==> config.mk <==
export PLATFORM = sky130hd
export DESIGN_NAME = router_pkt_tx_flat
export DESIGN_NICKNAME = d
export VERILOG_FILES = /design/src/rtl/router_pkg.sv /design/src/rtl/router_pkt_tx_if.sv /design/src/rtl/router_tx_buf.sv /design/src/rtl/router_pkt_tx.sv /design/src/flat_wrapper.sv
export SDC_FILE = /design/constraint.sdc
export NUM_CORES = 1
export LEC_CHECK = 0
export ABC_AREA = 1
export CORE_AREA = 5 5 271 273
export CTS_BUF_LIST = sky130_fd_sc_hd__clkbuf_2
export DETAILED_ROUTE_END_ITERATION = 8
export DIE_AREA = 0 0 276 278
export HOLD_SLACK_MARGIN = 0.03
export SYNTH_ARGS = -nofsm -noshare
export SYNTH_HDL_FRONTEND = slang
export SYNTH_SLANG_ARGS = --single-unit
==> constraint.sdc <==
create_clock -name clock -period 3.1 [get_ports clock]
set_input_delay 0.62 -clock clock [delete_from_list [all_inputs] [get_ports clock]]
set_output_delay 0.62 -clock clock [all_outputs]
set_load 0.005 [all_outputs]
==> src/rtl/router_pkg.sv <==
// rtl/router_pkg.sv - shared widths, header helpers and tx state encoding for the router packet source
package router_pkg;

  localparam int DATA_W = 8;
  localparam int LEN_W  = 6;
  localparam int ADDR_W = 2;

  localparam logic [ADDR_W-1:0] DEST_ILLEGAL = 2'b11;

  typedef struct packed {
    logic [LEN_W-1:0]  len;
    logic [ADDR_W-1:0] dest;
  } header_t;

  typedef enum logic [2:0] {
    TX_IDLE,
    TX_LOAD,
    TX_HEADER,
    TX_PAYLOAD,
    TX_PARITY,
    TX_GAP
  } tx_state_e;

  function automatic logic [DATA_W-1:0] pack_header(input logic [LEN_W-1:0] len,
                                                    input logic [ADDR_W-1:0] dest);
    return {len, dest};
  endfunction

  function automatic header_t unpack_header(input logic [DATA_W-1:0] hdr);
    return header_t'(hdr);
  endfunction

endpackage

==> src/rtl/router_pkt_tx_if.sv <==
// rtl/router_pkt_tx_if.sv - host request/payload and router wire signals of the packet source
interface router_pkt_tx_if #(
  parameter int DATA_W = 8,
  parameter int LEN_W  = 6,
  parameter int ADDR_W = 2
);
  logic              abort;
  logic              start;
  logic [ADDR_W-1:0] start_dest;
  logic [LEN_W-1:0]  start_len;
  logic              pl_valid;
  logic [DATA_W-1:0] pl_data;
  logic              pl_ready;
  logic              tx_ready;
  logic              router_busy;
  logic              pkt_valid;
  logic [DATA_W-1:0] data_out;
  logic              done;
  logic              err;

  // master: the packet source itself; slave: host plus router side
  modport master (
    input  abort, start, start_dest, start_len, pl_valid, pl_data, router_busy,
    output pl_ready, tx_ready, pkt_valid, data_out, done, err
  );

  modport slave (
    output abort, start, start_dest, start_len, pl_valid, pl_data, router_busy,
    input  pl_ready, tx_ready, pkt_valid, data_out, done, err
  );
endinterface

==> src/rtl/router_tx_buf.sv <==
// rtl/router_tx_buf.sv - synchronous show-ahead payload FIFO, depth 2**AW
module router_tx_buf #(
  parameter int DATA_W = 8,
  parameter int AW     = 6
) (
  input  logic              clock,
  input  logic              resetn,
  input  logic              push,
  input  logic              pop,
  input  logic              flush,
  input  logic [DATA_W-1:0] din,
  output logic [DATA_W-1:0] dout,
  output logic              empty,
  output logic              full
);
  localparam int DEPTH = 2 ** AW;

  logic [DATA_W-1:0] mem [DEPTH];
  logic [AW-1:0]     wr_ptr;
  logic [AW-1:0]     rd_ptr;
  logic [AW:0]       fill;
  logic              do_push;
  logic              do_pop;

  assign empty   = (fill == '0);
  assign full    = (fill == (AW+1)'(DEPTH));
  assign do_push = push && !full;
  assign do_pop  = pop && !empty;
  assign dout    = mem[rd_ptr];

  always_ff @(posedge clock) begin
    if (do_push) begin
      mem[wr_ptr] <= din;
    end
  end

  // pointers wrap naturally at AW bits
  always_ff @(posedge clock or negedge resetn) begin
    if (!resetn) begin
      wr_ptr <= '0;
      rd_ptr <= '0;
      fill   <= '0;
    end else if (flush) begin
      wr_ptr <= '0;
      rd_ptr <= '0;
      fill   <= '0;
    end else begin
      if (do_push) begin
        wr_ptr <= wr_ptr + 1'b1;
      end
      if (do_pop) begin
        rd_ptr <= rd_ptr + 1'b1;
      end
      case ({do_push, do_pop})
        2'b10:   fill <= fill + 1'b1;
        2'b01:   fill <= fill - 1'b1;
        default: fill <= fill;
      endcase
    end
  end

endmodule

==> src/rtl/router_pkt_tx.sv <==
// rtl/router_pkt_tx.sv - buffers a whole payload, then sends header/payload/parity gaplessly to the router
module router_pkt_tx #(
  parameter int DATA_W = router_pkg::DATA_W,
  parameter int LEN_W  = router_pkg::LEN_W,
  parameter int ADDR_W = router_pkg::ADDR_W,
  parameter int GAP    = 1
) (
  input logic           clock,
  input logic           resetn,
  router_pkt_tx_if.master bus
);
  import router_pkg::*;

  localparam int GW = (GAP > 1) ? $clog2(GAP) : 1;

  tx_state_e         state_q;
  tx_state_e         state_d;
  logic              run_q;
  logic [LEN_W-1:0]  len_q;
  logic [LEN_W-1:0]  count_q;
  logic [ADDR_W-1:0] dest_q;
  logic [DATA_W-1:0] parity_q;
  logic [GW-1:0]     gap_q;
  logic              err_q;
  logic              done_q;

  logic              legal;
  logic              start_ok;
  logic              accept;
  logic              xfer;
  logic              last_cnt;
  logic              gap_last;
  logic              buf_push;
  logic              buf_pop;
  logic [DATA_W-1:0] buf_dout;
  logic              buf_empty;
  logic              buf_full;

  logic              pkt_valid_c;
  logic [DATA_W-1:0] data_c;
  logic              pl_ready_c;
  logic              tx_ready_c;

  assign legal    = (bus.start_dest != ADDR_W'(DEST_ILLEGAL)) && (bus.start_len != '0);
  assign start_ok = (state_q == TX_IDLE) && run_q && bus.start && !bus.abort && legal;
  assign accept   = pl_ready_c && bus.pl_valid;
  assign xfer     = pkt_valid_c && !bus.router_busy;
  assign last_cnt = (count_q == len_q - 1'b1);
  assign gap_last = (gap_q == GW'(GAP - 1));
  assign buf_push = accept && !bus.abort;
  assign buf_pop  = (state_q == TX_PAYLOAD) && xfer && !bus.abort && !buf_empty;

  router_tx_buf #(
    .DATA_W (DATA_W),
    .AW     (LEN_W)
  ) u_buf (
    .clock  (clock),
    .resetn (resetn),
    .push   (buf_push),
    .pop    (buf_pop),
    .flush  (bus.abort),
    .din    (bus.pl_data),
    .dout   (buf_dout),
    .empty  (buf_empty),
    .full   (buf_full)
  );

  // run_q keeps tx_ready low until the first clock after reset release
  always_ff @(posedge clock or negedge resetn) begin
    if (!resetn) begin
      state_q <= TX_IDLE;
      run_q   <= 1'b0;
    end else begin
      state_q <= state_d;
      run_q   <= 1'b1;
    end
  end

  always_comb begin
    state_d = state_q;
    case (state_q)
      TX_IDLE:    if (start_ok)            state_d = TX_LOAD;
      TX_LOAD:    if (accept && last_cnt)  state_d = TX_HEADER;
      TX_HEADER:  if (xfer)                state_d = TX_PAYLOAD;
      TX_PAYLOAD: if (xfer && last_cnt)    state_d = TX_PARITY;
      TX_PARITY:  if (xfer)                state_d = TX_GAP;
      TX_GAP:     if (gap_last)            state_d = TX_IDLE;
      default:                             state_d = TX_IDLE;
    endcase
    if (bus.abort) begin
      state_d = TX_IDLE;
    end
  end

  always_comb begin
    pkt_valid_c = 1'b0;
    data_c      = '0;
    pl_ready_c  = 1'b0;
    tx_ready_c  = 1'b0;
    case (state_q)
      TX_IDLE:    tx_ready_c = run_q;
      TX_LOAD:    pl_ready_c = !buf_full;
      TX_HEADER: begin
        pkt_valid_c = 1'b1;
        data_c      = {len_q, dest_q};
      end
      TX_PAYLOAD: begin
        pkt_valid_c = 1'b1;
        data_c      = buf_dout;
      end
      TX_PARITY: begin
        pkt_valid_c = 1'b1;
        data_c      = parity_q;
      end
      default: ;
    endcase
  end

  // count_q is reused: accepted bytes in LOAD, popped bytes in PAYLOAD
  always_ff @(posedge clock or negedge resetn) begin
    if (!resetn) begin
      len_q    <= '0;
      dest_q   <= '0;
      count_q  <= '0;
      parity_q <= '0;
      gap_q    <= '0;
      err_q    <= 1'b0;
      done_q   <= 1'b0;
    end else if (bus.abort) begin
      count_q  <= '0;
      parity_q <= '0;
      gap_q    <= '0;
      err_q    <= 1'b0;
      done_q   <= 1'b0;
    end else begin
      err_q  <= (state_q == TX_IDLE) && run_q && bus.start && !legal;
      done_q <= (state_q == TX_PARITY) && xfer;
      gap_q  <= ((state_q == TX_GAP) && !gap_last) ? gap_q + 1'b1 : '0;
      case (state_q)
        TX_IDLE: begin
          if (start_ok) begin
            len_q    <= bus.start_len;
            dest_q   <= bus.start_dest;
            parity_q <= '0;
            count_q  <= '0;
          end
        end
        TX_LOAD: begin
          if (accept) begin
            count_q <= last_cnt ? '0 : count_q + 1'b1;
          end
        end
        TX_HEADER: begin
          if (xfer) begin
            parity_q <= parity_q ^ data_c;
          end
        end
        TX_PAYLOAD: begin
          if (xfer) begin
            parity_q <= parity_q ^ buf_dout;
            count_q  <= last_cnt ? '0 : count_q + 1'b1;
          end
        end
        default: ;
      endcase
    end
  end

  assign bus.pkt_valid = pkt_valid_c;
  assign bus.data_out  = data_c;
  assign bus.pl_ready  = pl_ready_c;
  assign bus.tx_ready  = tx_ready_c;
  assign bus.done      = done_q;
  assign bus.err       = err_q;

endmodule

==> src/flat_wrapper.sv <==
// flat-port wrapper written by rule: the top's interface ports become plain ports
module router_pkt_tx_flat import router_pkg::*;
#(
  parameter int DATA_W = router_pkg::DATA_W,
  parameter int LEN_W  = router_pkg::LEN_W,
  parameter int ADDR_W = router_pkg::ADDR_W,
  parameter int GAP    = 1
)
  (clock, resetn, bus_abort, bus_start, bus_start_dest, bus_start_len, bus_pl_valid, bus_pl_data, bus_router_busy, bus_pl_ready, bus_tx_ready, bus_pkt_valid, bus_data_out, bus_done, bus_err);
  router_pkt_tx_if #(.DATA_W(DATA_W), .LEN_W(LEN_W), .ADDR_W(ADDR_W)) bus_i ();
  input logic clock;
  input logic resetn;
  input wire logic [$bits(bus_i.abort)-1:0] bus_abort;
  input wire logic [$bits(bus_i.start)-1:0] bus_start;
  input wire logic [$bits(bus_i.start_dest)-1:0] bus_start_dest;
  input wire logic [$bits(bus_i.start_len)-1:0] bus_start_len;
  input wire logic [$bits(bus_i.pl_valid)-1:0] bus_pl_valid;
  input wire logic [$bits(bus_i.pl_data)-1:0] bus_pl_data;
  input wire logic [$bits(bus_i.router_busy)-1:0] bus_router_busy;
  output wire logic [$bits(bus_i.pl_ready)-1:0] bus_pl_ready;
  output wire logic [$bits(bus_i.tx_ready)-1:0] bus_tx_ready;
  output wire logic [$bits(bus_i.pkt_valid)-1:0] bus_pkt_valid;
  output wire logic [$bits(bus_i.data_out)-1:0] bus_data_out;
  output wire logic [$bits(bus_i.done)-1:0] bus_done;
  output wire logic [$bits(bus_i.err)-1:0] bus_err;
  assign bus_i.abort = bus_abort;
  assign bus_i.start = bus_start;
  assign bus_i.start_dest = bus_start_dest;
  assign bus_i.start_len = bus_start_len;
  assign bus_i.pl_valid = bus_pl_valid;
  assign bus_i.pl_data = bus_pl_data;
  assign bus_i.router_busy = bus_router_busy;
  assign bus_pl_ready = bus_i.pl_ready;
  assign bus_tx_ready = bus_i.tx_ready;
  assign bus_pkt_valid = bus_i.pkt_valid;
  assign bus_data_out = bus_i.data_out;
  assign bus_done = bus_i.done;
  assign bus_err = bus_i.err;
  router_pkt_tx #(.DATA_W(DATA_W), .LEN_W(LEN_W), .ADDR_W(ADDR_W), .GAP(GAP)) u_core (.clock(clock), .resetn(resetn), .bus(bus_i));
endmodule
==> impl_summary.txt <==
----------------------------------------------------
[Status]
  Run status ... complete, but fails checks
  Violated checks ... negative setup slack

[Pwr]
  Clock share of power ... 32.6%
  Net switching fraction of the power ... between 20% and 30%
  Internal Dissipation ... 11.0 mW
  Sequential share of power ... 55.8%
  IR drop worst, VDD ... 0.288 mV
  Leakage power ... 12.2 nW
  PwrDens ... about 510 mW/mm^2
  Comb power frac ... 11.6%
  Net switching power ... about 4.2 mW

[Synth]
  Post-Syn Nets ... 2427
  Async set-reset flop share out of synthesis ... 8.57%
  Leading cell types by total area after synthesis ... sky130_fd_sc_hd__edfxtp_1, sky130_fd_sc_hd__nand2_1, sky130_fd_sc_hd__nand3_1
  Proportion of netlist area held by the largest area contributor ... 62.8%
  Synthesized netlist cell count ... 2399
  Most numerous cell types in the synthesized netlist ... sky130_fd_sc_hd__nand2_1, sky130_fd_sc_hd__edfxtp_1, sky130_fd_sc_hd__nand3_1
  Synth Cell Area ... ~0.025 mm^2
  Count of flip-flops with a built-in enable after synthesis ... roughly 500
  Main synth FF type ... sky130_fd_sc_hd__edfxtp_1
  Part of the Yosys area used for sequential elements ... 67.7%
  Count of unique library cells instantiated by Yosys ... 38
  Syn. warnings ... 0
  Dominant cell by count in the synthesized netlist ... sky130_fd_sc_hd__nand2_1
  Leading area contributor after synthesis ... sky130_fd_sc_hd__edfxtp_1
  Post-synthesis average cell area ... ~10 um^2
  #FFs+latches synth ... 560

[Timing]
  Final worst clock skew ... 79.3 ps
  Peak Freq ... 242 MHz
  Final Hold Fails ... 0
  Measured slew at the worst slew-check pin ... 826 ps
  Max-slew violation count ... 0
  Share of the clock period used by the worst path after layout ... 133%
  Setup TNS after final layout ... -8150 ps
  RSZ-0062 raised after global routing ... yes
  Min setup slack post-route ... -1040 ps
  Final period demand of the worst path ... 4140 ps
  Final setup violation count ... 10
  Tightest slew margin relative to the limit ... 44.9%

[Drt]
  Number of detailed-routing iterations run before antenna repair ... 7
  Drt drc ... 0
  Via count normalized by instance count ... 4.91
  Count of vias placed by the detailed router ... 18300
  Number of violations reported at the end of detailed-routing iteration 0 ... 1873
  Routed length per placed instance ... 18.3 um
  DRT Wirelength ... 68100 um
  Number of nets still failing antenna checks after routing ... 0

[Critical path]
  Worst Setup Start Kind ... flop
  Endpoint of the worst register-to-register path ... u_core.parity_q[7]$_DFFE_PN0P_
  Worst Path Arrival ... 5280 ps
  Worst R2R Path Depth ... 32
  Most prevalent standard cell on the critical path ... sky130_fd_sc_hd__buf_4
  Worst setup EP type ... flop
  Critical-path cell with the highest stage delay ... sky130_fd_sc_hd__dfrtp_4
  Category of the most critical setup path ... reg2reg
  Highest net fanout along the worst path ... 6
  Startpoint of the most critical setup path ... u_core.u_buf.rd_ptr[0]$_DFFE_PN0P_
  Start of the worst register-to-register path ... u_core.u_buf.rd_ptr[0]$_DFFE_PN0P_
  Endpoint required time on the critical path ... 4250 ps
  Worst reg2reg setup slack ... -1040 ps
  Slowest cell delay on critical path ... 520 ps
  Critical path capture point ... u_core.parity_q[7]$_DFFE_PN0P_

[Floorplan]
  Area of the core ... 0.0709 mm^2
  Die Footprint ... 0.0767 mm^2
  Row count ... 98
  Chip Width ... about 280 um
  Count of pins on the block boundary ... 35
  Die height ... 278 um
  Starting density of the core ... about 35%

[Clock network]
  Clk Latency, worst-skew pair ... 1270 ps
  CTS max path bufs ... 3
  Number of buffers inserted during clock tree synthesis ... 140
  TritonCTS clock tree ... done
  Clk sinks ... 560
  Clock transition at the registers of the reported paths ... between 100 and 150 ps
  Max H-tree Level ... 4
  Clock root buffer master ... sky130_fd_sc_hd__clkbuf_2

[Finish]
  Final cell utilization of the core ... 42.3%
  Layout-stage area growth over the synthesis result ... 22.5%
  Nets@finish ... 2705
  Proportion of layout cells with a drive suffix above 1 ... 24.4%
  Fillers ... slightly below 7000
  Design Area, Final ... 0.0300 mm^2

[GRT]
  First-pass GRT wire length ... 105000 um
  Overflow left after global routing ... 0
  GRT Util Overall ... 17.4%
  Pin count of the biggest net entering global routing ... 65
  Via count of the first global-routing pass ... 18200
  Initial antenna violation count ... 1

[Placement]
  Pre-CTS setup slack ... -82.0 ps
  # port buffers ... 34
  Dpl cell area ... 0.0270 mm^2
  Detailed-placement wirelength estimate ... about 42000 um
  GPL Wtd Cong ... 0.899

[Worst hold path]
  Min-delay worst type ... in2reg
  Cell depth of the worst hold path ... 5

[Run]
  Max-cap violations ... 0

----------------------------------------------------
kinds of logic after synthesis:
kind of cell    after synthesis  share of synthesized area [%]
fa+ha+maj                     6                          0.306
buf+inv                     342                           5.52
compound gates              125                           2.91
flops                       560                           67.7
xor+xnor                     10                          0.357
other cells                   2                         0.0307
simple gates               1354                           23.2
worst max-delay path: cells and delay by family (launching register included):
| kind | cells | cell delay (ps) |
|---|---|---|
| flip-flops | 1 | 520 |
| buffers and inverters | 21 | 2620 |
| AND/OR/NAND/NOR | 11 | 870 |
placed cells by master (no fill, tap or decap), types with 6 or more instances in the layout:
cell and n:
sky130_fd_sc_hd__nand3_1 227, sky130_fd_sc_hd__buf_16 8, sky130_fd_sc_hd__clkbuf_2 193, sky130_fd_sc_hd__nand2_1 720, sky130_fd_sc_hd__ha_1 6, sky130_fd_sc_hd__buf_2 13, sky130_fd_sc_hd__nand2_2 87, sky130_fd_sc_hd__dfrtp_1 43
sky130_fd_sc_hd__a21oi_2 15, sky130_fd_sc_hd__nor2_1 166, sky130_fd_sc_hd__o22ai_1 6, sky130_fd_sc_hd__buf_4 131, sky130_fd_sc_hd__buf_8 7, sky130_fd_sc_hd__o211ai_1 24, sky130_fd_sc_hd__dlygate4sd3_1 22, sky130_fd_sc_hd__nor2_4 9
sky130_fd_sc_hd__nand3_4 6, sky130_fd_sc_hd__buf_12 27, sky130_fd_sc_hd__clkdlybuf4s50_1 14, sky130_fd_sc_hd__nand3_2 88, sky130_fd_sc_hd__nor3_1 10, sky130_fd_sc_hd__nand2_4 15, sky130_fd_sc_hd__o21ai_0 38, sky130_fd_sc_hd__inv_1 217
sky130_fd_sc_hd__a21oi_1 31, sky130_fd_sc_hd__clkinv_1 28, sky130_fd_sc_hd__edfxtp_1 512, sky130_fd_sc_hd__inv_2 9, sky130_fd_sc_hd__buf_6 18, sky130_fd_sc_hd__clkinv_2 11, sky130_fd_sc_hd__nor2_2 12
metal layers:
layer  vias up  global-route usage (%)  part of all wire [%]
met2       647                    28.3                    48
li1       8627                       -                     -
met4         0                    6.16                   2.5
met1      8863                    23.0                    43
met5         -                       0                     0
met3       119                    4.30                   7.1
repair_timing:
action / 4_1_cts / 5_1_grt
gates resized for setup: 187 / 156
buffers inserted: 28 / 9
setup endpoints to repair: 11 / 12
hold buffers: 23 / 0
pin swaps: 79 / 87
endpoints found under the hold margin: 424 / 0
cloned: 7 / 2
flip-flops by register name, summed over array words and instances, names as in the netlist:
name,flops
u_core.dest_q,2
u_core.u_buf.wr_ptr,6
u_core.u_buf.mem,512
u_core.count_q,6
u_core.len_q,6
u_core.u_buf.rd_ptr,6
u_core.parity_q,8
u_core.u_buf.fill,7
u_core.gap_q,1
u_core.state_q,3
u_core.bus.done,1
u_core.bus.err,1
u_core.run_q,1
power by group through the flow:
stage	Combinational, mW	Sequential, mW	Clock, mW
final	1.77	8.46	4.94
after global routing	1.92	8.48	5.53
after CTS	1.59	8.45	5.12
after detailed placement	1.48	8.62	0
after global placement	1.45	8.61	0
after floorplan	0.863	8.59	0
worst min path at each step:
stage | start | to | slack [ps]
after floorplan | resetn | u_core.bus.done$_DFF_PN0_ | 320
after global placement | u_core.dest_q[1]$_DFFE_PN0P_ | u_core.dest_q[1]$_DFFE_PN0P_ | 480
after detailed placement | u_core.dest_q[0]$_DFFE_PN0P_ | u_core.dest_q[0]$_DFFE_PN0P_ | 490
after CTS | bus_abort | u_core.u_buf.rd_ptr[2]$_DFFE_PN0P_ | 90
after global routing | bus_abort | u_core.u_buf.wr_ptr[1]$_DFFE_PN0P_ | 160
final | bus_abort | u_core.u_buf.rd_ptr[3]$_DFFE_PN0P_ | 300
through the flow:
| step | power, mW | hold slack, ps | instances |
|---|---|---|---|
| 2_1_floorplan | 9.45 | 324 | 2399 |
| 3_3_place_gp | 10.1 | 478 | 3419 |
| 3_5_place_dp | 10.1 | 486 | 3419 |
| 4_1_cts | 15.2 | 92.8 | 3711 |
| 5_1_grt | 15.9 | 162 | 3721 |
| 6_report | 15.2 | 301 | 3721 |
final cells by class:
type / instances / area (um^2) / share of cell area (%)
sequential: 560 / 16600 / 55.3
antenna: 1 / 2.50 / 0.00834
tap: 950 / 1190 / 3.96
inverter: 231 / 906 / 3.02
multi-input combinational: 1497 / 7490 / 25.0
timing repair inverter: 1 / 16.3 / 0.0542
clock inverter: 45 / 297 / 0.988
clock buffer: 190 / 951 / 3.17
timing repair buffer: 246 / 2570 / 8.58
No activity file was read; power rests on OpenSTA's default activity.
